===== src/rtl/inport_unit.sv =====
// inport_unit: input-port front end of the CPU datapath.
// A device pushes words through a valid/ready handshake into a small FIFO.
// The FIFO head is presented on BusMuxInInport. Each rising edge of the
// INPORTout level consumes one word.
// Optional feature macro: INPORT_OVERFLOW_EN adds the sticky overflow flag
// inport_ovf and the saturating drop counter inport_drop_cnt.
module inport_unit #(
    parameter int WIDTH = 32,
    parameter int DEPTH = 4,
    parameter int CNTW  = 3
) (
    input  logic             Clock,
    input  logic             Reset_n,
    input  logic [WIDTH-1:0] dev_data,
    input  logic             dev_valid,
    output logic             dev_ready,
    input  logic             INPORTout,
    output logic [WIDTH-1:0] BusMuxInInport,
    output logic [CNTW-1:0]  inport_count,
`ifdef INPORT_OVERFLOW_EN
    output logic             inport_ovf,
    output logic [7:0]       inport_drop_cnt,
`endif
    output logic             inport_empty
);

    localparam int PTRW = $clog2(DEPTH);

    logic [WIDTH-1:0] mem_q [DEPTH];
    logic [WIDTH-1:0] mem_d [DEPTH];
    logic [PTRW-1:0]  rd_ptr_q, rd_ptr_d;
    logic [PTRW-1:0]  wr_ptr_q, wr_ptr_d;
    logic [CNTW-1:0]  count_q, count_d;
    logic [WIDTH-1:0] last_word_q, last_word_d;
    logic             inport_q, inport_d;

    logic full;
    logic empty;
    logic push;
    logic pop_req;
    logic pop;

    // Status and handshake decode; full/empty come from the registered count only.
    always_comb begin
        full      = (count_q == CNTW'(DEPTH));
        empty     = (count_q == '0);
        dev_ready = !full;
        push      = dev_valid && !full && Reset_n;
        pop_req   = INPORTout && !inport_q;
        pop       = pop_req && !empty && Reset_n;
    end

    // Bus output: head entry while words are held, otherwise the last consumed word.
    always_comb begin
        BusMuxInInport = empty ? last_word_q : mem_q[rd_ptr_q];
        inport_count   = count_q;
        inport_empty   = empty;
    end

    // Storage write on push.
    always_comb begin
        mem_d = mem_q;
        if (push) begin
            mem_d[wr_ptr_q] = dev_data;
        end
    end

    // Next-state for pointers, occupancy, last_word and the INPORTout delay.
    always_comb begin
        rd_ptr_d    = rd_ptr_q;
        wr_ptr_d    = wr_ptr_q;
        count_d     = count_q;
        last_word_d = last_word_q;
        inport_d    = INPORTout;
        if (push) begin
            wr_ptr_d = wr_ptr_q + PTRW'(1);
        end
        if (pop) begin
            last_word_d = mem_q[rd_ptr_q];
            rd_ptr_d    = rd_ptr_q + PTRW'(1);
        end
        unique case ({push, pop})
            2'b10:   count_d = count_q + CNTW'(1);
            2'b01:   count_d = count_q - CNTW'(1);
            default: count_d = count_q;
        endcase
    end

    // Storage array; contents need no reset since count gates visibility.
    always_ff @(posedge Clock) begin
        mem_q <= mem_d;
    end

    // Control registers with synchronous active-low reset.
    always_ff @(posedge Clock) begin
        if (!Reset_n) begin
            rd_ptr_q    <= '0;
            wr_ptr_q    <= '0;
            count_q     <= '0;
            last_word_q <= '0;
            inport_q    <= 1'b0;
        end else begin
            rd_ptr_q    <= rd_ptr_d;
            wr_ptr_q    <= wr_ptr_d;
            count_q     <= count_d;
            last_word_q <= last_word_d;
            inport_q    <= inport_d;
        end
    end

`ifdef INPORT_OVERFLOW_EN
    logic       ovf_q, ovf_d;
    logic [7:0] drop_cnt_q, drop_cnt_d;

    // Overflow tracking: a word offered while full is counted as dropped.
    always_comb begin
        ovf_d      = ovf_q;
        drop_cnt_d = drop_cnt_q;
        if (dev_valid && full) begin
            ovf_d = 1'b1;
            if (drop_cnt_q != '1) begin
                drop_cnt_d = drop_cnt_q + 8'd1;
            end
        end
    end

    // Overflow registers, cleared only by reset.
    always_ff @(posedge Clock) begin
        if (!Reset_n) begin
            ovf_q      <= 1'b0;
            drop_cnt_q <= '0;
        end else begin
            ovf_q      <= ovf_d;
            drop_cnt_q <= drop_cnt_d;
        end
    end

    // Expose overflow state.
    always_comb begin
        inport_ovf      = ovf_q;
        inport_drop_cnt = drop_cnt_q;
    end
`endif

endmodule


===== config.mk =====
export PLATFORM = sky130hd
export DESIGN_NAME = inport_unit
export DESIGN_NICKNAME = d
export VERILOG_FILES = /design/src/rtl/inport_unit.sv
export SDC_FILE = /design/constraint.sdc
export NUM_CORES = 1
export LEC_CHECK = 0
export CAP_MARGIN = 25
export CORE_MARGIN = 2
export CORE_UTILIZATION = 40
export DETAILED_ROUTE_END_ITERATION = 12
export GPL_ROUTABILITY_DRIVEN = 0
export SETUP_SLACK_MARGIN = 0.5
export SKIP_LAST_GASP = 1
export SYNTH_ARGS = -nofsm -noshare
export SYNTH_HDL_FRONTEND = slang
export SYNTH_SLANG_ARGS = --single-unit

===== constraint.sdc =====
create_clock -name Clock -period 4.7 [get_ports Clock]
set_input_delay 1.41 -clock Clock [delete_from_list [all_inputs] [get_ports Clock]]
set_output_delay 1.41 -clock Clock [all_outputs]
set_load 0.02 [all_outputs]

==> results of run 1 <==
-- worst paths after layout --
path | end | from | slack, ns
hold / removal | last_word_q[9] | last_word_q[9] | 0.47
hold reg to reg | last_word_q[9] | last_word_q[9] | 0.47
setup / recovery | BusMuxInInport[31] | rd_ptr_q[0] | 0.68
setup reg to reg | inport_count[2] | inport_count[2] | 2.23
-- cell usage after synthesis (all sizes together) (3+ instances only) --
cell	count	share of area (%)
edfxtp	128	59
dfxtp	40	12
a22o	32	4.3
mux2	32	5.6
mux4	32	11
buf	15	1.9
inv	8	0.46
a21oi	5	0.39
clkbuf	5	0.29
ha	5	0.97
and3	4	0.39
and2	3	0.29
nor2	3	0.17
-- critical path, cell delays in order, from the launching register on --
cell	delay, ns
dfxtp_4	0.52
buf_12	0.26
mux4_1	0.60
mux2_2	0.28
clkdlybuf4s50_1	0.53
-- stage by stage --
stage                     instance area, µm²  cells  power [µW]  hold WS (ns)
after floorplan                         6480    330        1980         0.437
after global placement                  7400    602        2170         0.450
after detailed placement                7400    602        2180         0.453
after CTS                               8010    634        3590         0.471
after global routing                    8010    634        3670         0.482
final                                   8010    634        3540         0.467
-- state kept, by name (all words and copies together) (netlist names) --
register	count
mem_q	128
last_word_q	32
inport_count	3
rd_ptr_q	2
wr_ptr_q	2
inport_q	1
-- kinds of logic after synthesis --
| kind of cell | Yosys count | share of synthesized area, % |
|---|---|---|
| xor gates and xnor gates | 2 | 0.271 |
| AOI/OAI and AO/OA | 43 | 5.33 |
| muxes | 64 | 16.9 |
| adders and majority gates | 6 | 1.28 |
| DFF | 168 | 71.7 |
| buffers and inverters | 28 | 2.63 |
| and+or+nand+nor | 19 | 1.85 |
-- cell type report --
class	count	area [µm²]	share of cell area, %
Clock buffer	18	429	5.36
Timing Repair Buffer	76	776	9.68
Sequential cell	168	4650	58.1
Inverter	8	30.0	0.375
Tap cell	216	270	3.37
Multi-Input combinational cell	134	1680	21.0
Clock inverter	14	174	2.17
-- power breakdown --
group	switching, µW	leakage, µW	internal, µW
clock	566	0.000283	840
sequential	26.3	0.00149	1650
combinational	223	0.000887	241
-- cells in the final DEF (no fill, tap or decap), types with 2 or more instances in the layout --
cell type	n
a21oi_1	5
a22o_1	32
and2_1	3
and3_2	4
buf_12	2
buf_4	2
bufinv_16	3
clkbuf_16	17
clkdlybuf4s50_1	72
clkinv_2	2
clkinv_4	2
clkinvlp_4	4
dfxtp_1	38
dfxtp_4	2
edfxtp_1	128
ha_1	5
inv_1	8
inv_6	3
mux2_2	32
mux4_1	4
mux4_2	28
nand3_1	2
nor2_1	3
nor3_4	2
o21ai_0	2
o31ai_1	2
or3_1	2
xor2_1	2
-- metal layers --
layer | up-vias | wire (µm) | share of wire [%]
li1 | 1496 | - | -
met1 | 1647 | 5360 | 45
met2 | 54 | 6030 | 51
met3 | 10 | 391 | 3.3
met4 | 0 | 147 | 1.2
met5 | - | 0 | 0
-- repair_timing --
action	4_1_cts	5_1_grt
endpoints found under the hold margin	0	0
hold buffers	0	0
setup endpoints to repair	5	1
gates resized for setup	1	1
==> summary.md, run 1 <==
| Metric | Value |
|---|---|
| Status | finished clean |
| Post-synthesis register bit count | 168 |
| First-pass GRT wire length | 19,100 µm |
| CTS tree | yes |
| Final Setup Violations | 0 |
| Port bufs | 72 |
| Cell Area, Synth | 0.00648 mm² |
| Slew HR | 38.7% |
| Critical path launch point type | flop |
| Total die area | 0.0172 mm² |
| Clock Path Buffers | 2 |
| Hold Vio Cnt, Final | 0 |
| Sum Neg Setup Slack | 0 ns |
| Slew Limit Fails | 0 |
| Pleak | 0.00266 µW |
| TritonRoute pass-1 iters | 4 |
| Post-synth EDFFs | 128 |
| Starting Density | 40.9% |
| Async set-or-reset flop fraction in the synthesized netlist | 0% |
| Inserted Clock Buffers | 17 |
| Minimum clock period | 4.02 ns |
| Clock Skews | 0.0140 ns |
| GRT Total Usage | 14.7% |
| DR iter-0 viols | 244 |
| # Max-Cap Violations | 0 |
| # DRC | 0 |
| Crit path kind | reg -> out |
| Clock Pin Slew Worst Setup and Hold Paths | 0.06 ns |
| Synth Flop Type | edfxtp_1 |
| Largest net degree at the start of global routing | 35 |
| Req. time, crit path | 3.29 ns |
| Depth of the worst hold-timing path | 1 |
| Worst path arrival time | 2.61 ns |
| Share of cells above drive strength 1 | 24.6% |
| Drt wl/cell | 18.8 µm |
| Post-CTS setup buffer count | 0 |
| H-Tree Depth | 4 |
| Worst Reg-to-Reg Cells | 9 |
| GR Util met1 | 18.7% |
| DIE HEIGHT | 131 µm |
| Final ANT Viol Nets | 0 |
| Post-Synthesis Cells | 330 |
| Post-synthesis cell type count | 31 |
| Worst slew pin tran | 0.920 ns |
| Initial antenna violation count | 0 |
| Area Growth Syn to Fin | 23.7% |
| Total congestion overflow | 0 |
| Root Driver | clkbuf_16 |
| Place WS | 0.907 ns |
| Core region area | 0.0158 mm² |
| Routed wire length | 11,900 µm |
| RSZ-0062 raised after global routing | false |
| Number of global-route vias before repair | 3,446 |
| Sequential-to-total area share from yosys stat | 71.7% |
| PwrDens | 442 mW/mm² |
| Post-layout util | 50.6% |
| Max VDD drop | 0.000355 V |
| Site row count | 46 |
| CP endpoint kind | output port |
| Crit share post-route | 85.6% |
| Detailed-route vias per instance | 5.06 |
| DIE WIDTH | 131 µm |
| Post-Syn Area per Cell | 19.6 µm² |
| Most crowded layer after global routing | met2 |
| Diode count | 0 |
| IO Pins | 73 |
| Synthesis Warnings | 0 |
| Met2 Resource Use GR | 24.6% |
| Maximum clock rate | 0.249 GHz |
| Post-DP HPWL | 6880 µm |
| Vias | 3,207 |
| Met3 Use GR | 3.90% |
| Clk_lat worst skew | 0.42 ns |
| Setup ws final | 0.676 ns |
| Fill count | 1,287 |
| # nets final | 447 |
| Mapped Nets | 372 |
| Num Clock Sinks | 168 |
| Worst min path class | reg -> reg |
| CP max FO | 23 |
Power figures use the tool's default switching activity.
==> run 2: changes to the inputs <==
HOLD_SLACK_MARGIN = 0.02   (was unset)
SLEW_MARGIN = 20   (was unset)
==> results of run 2 <==
Final layout, timing and power as in run 1 (identical DEF).
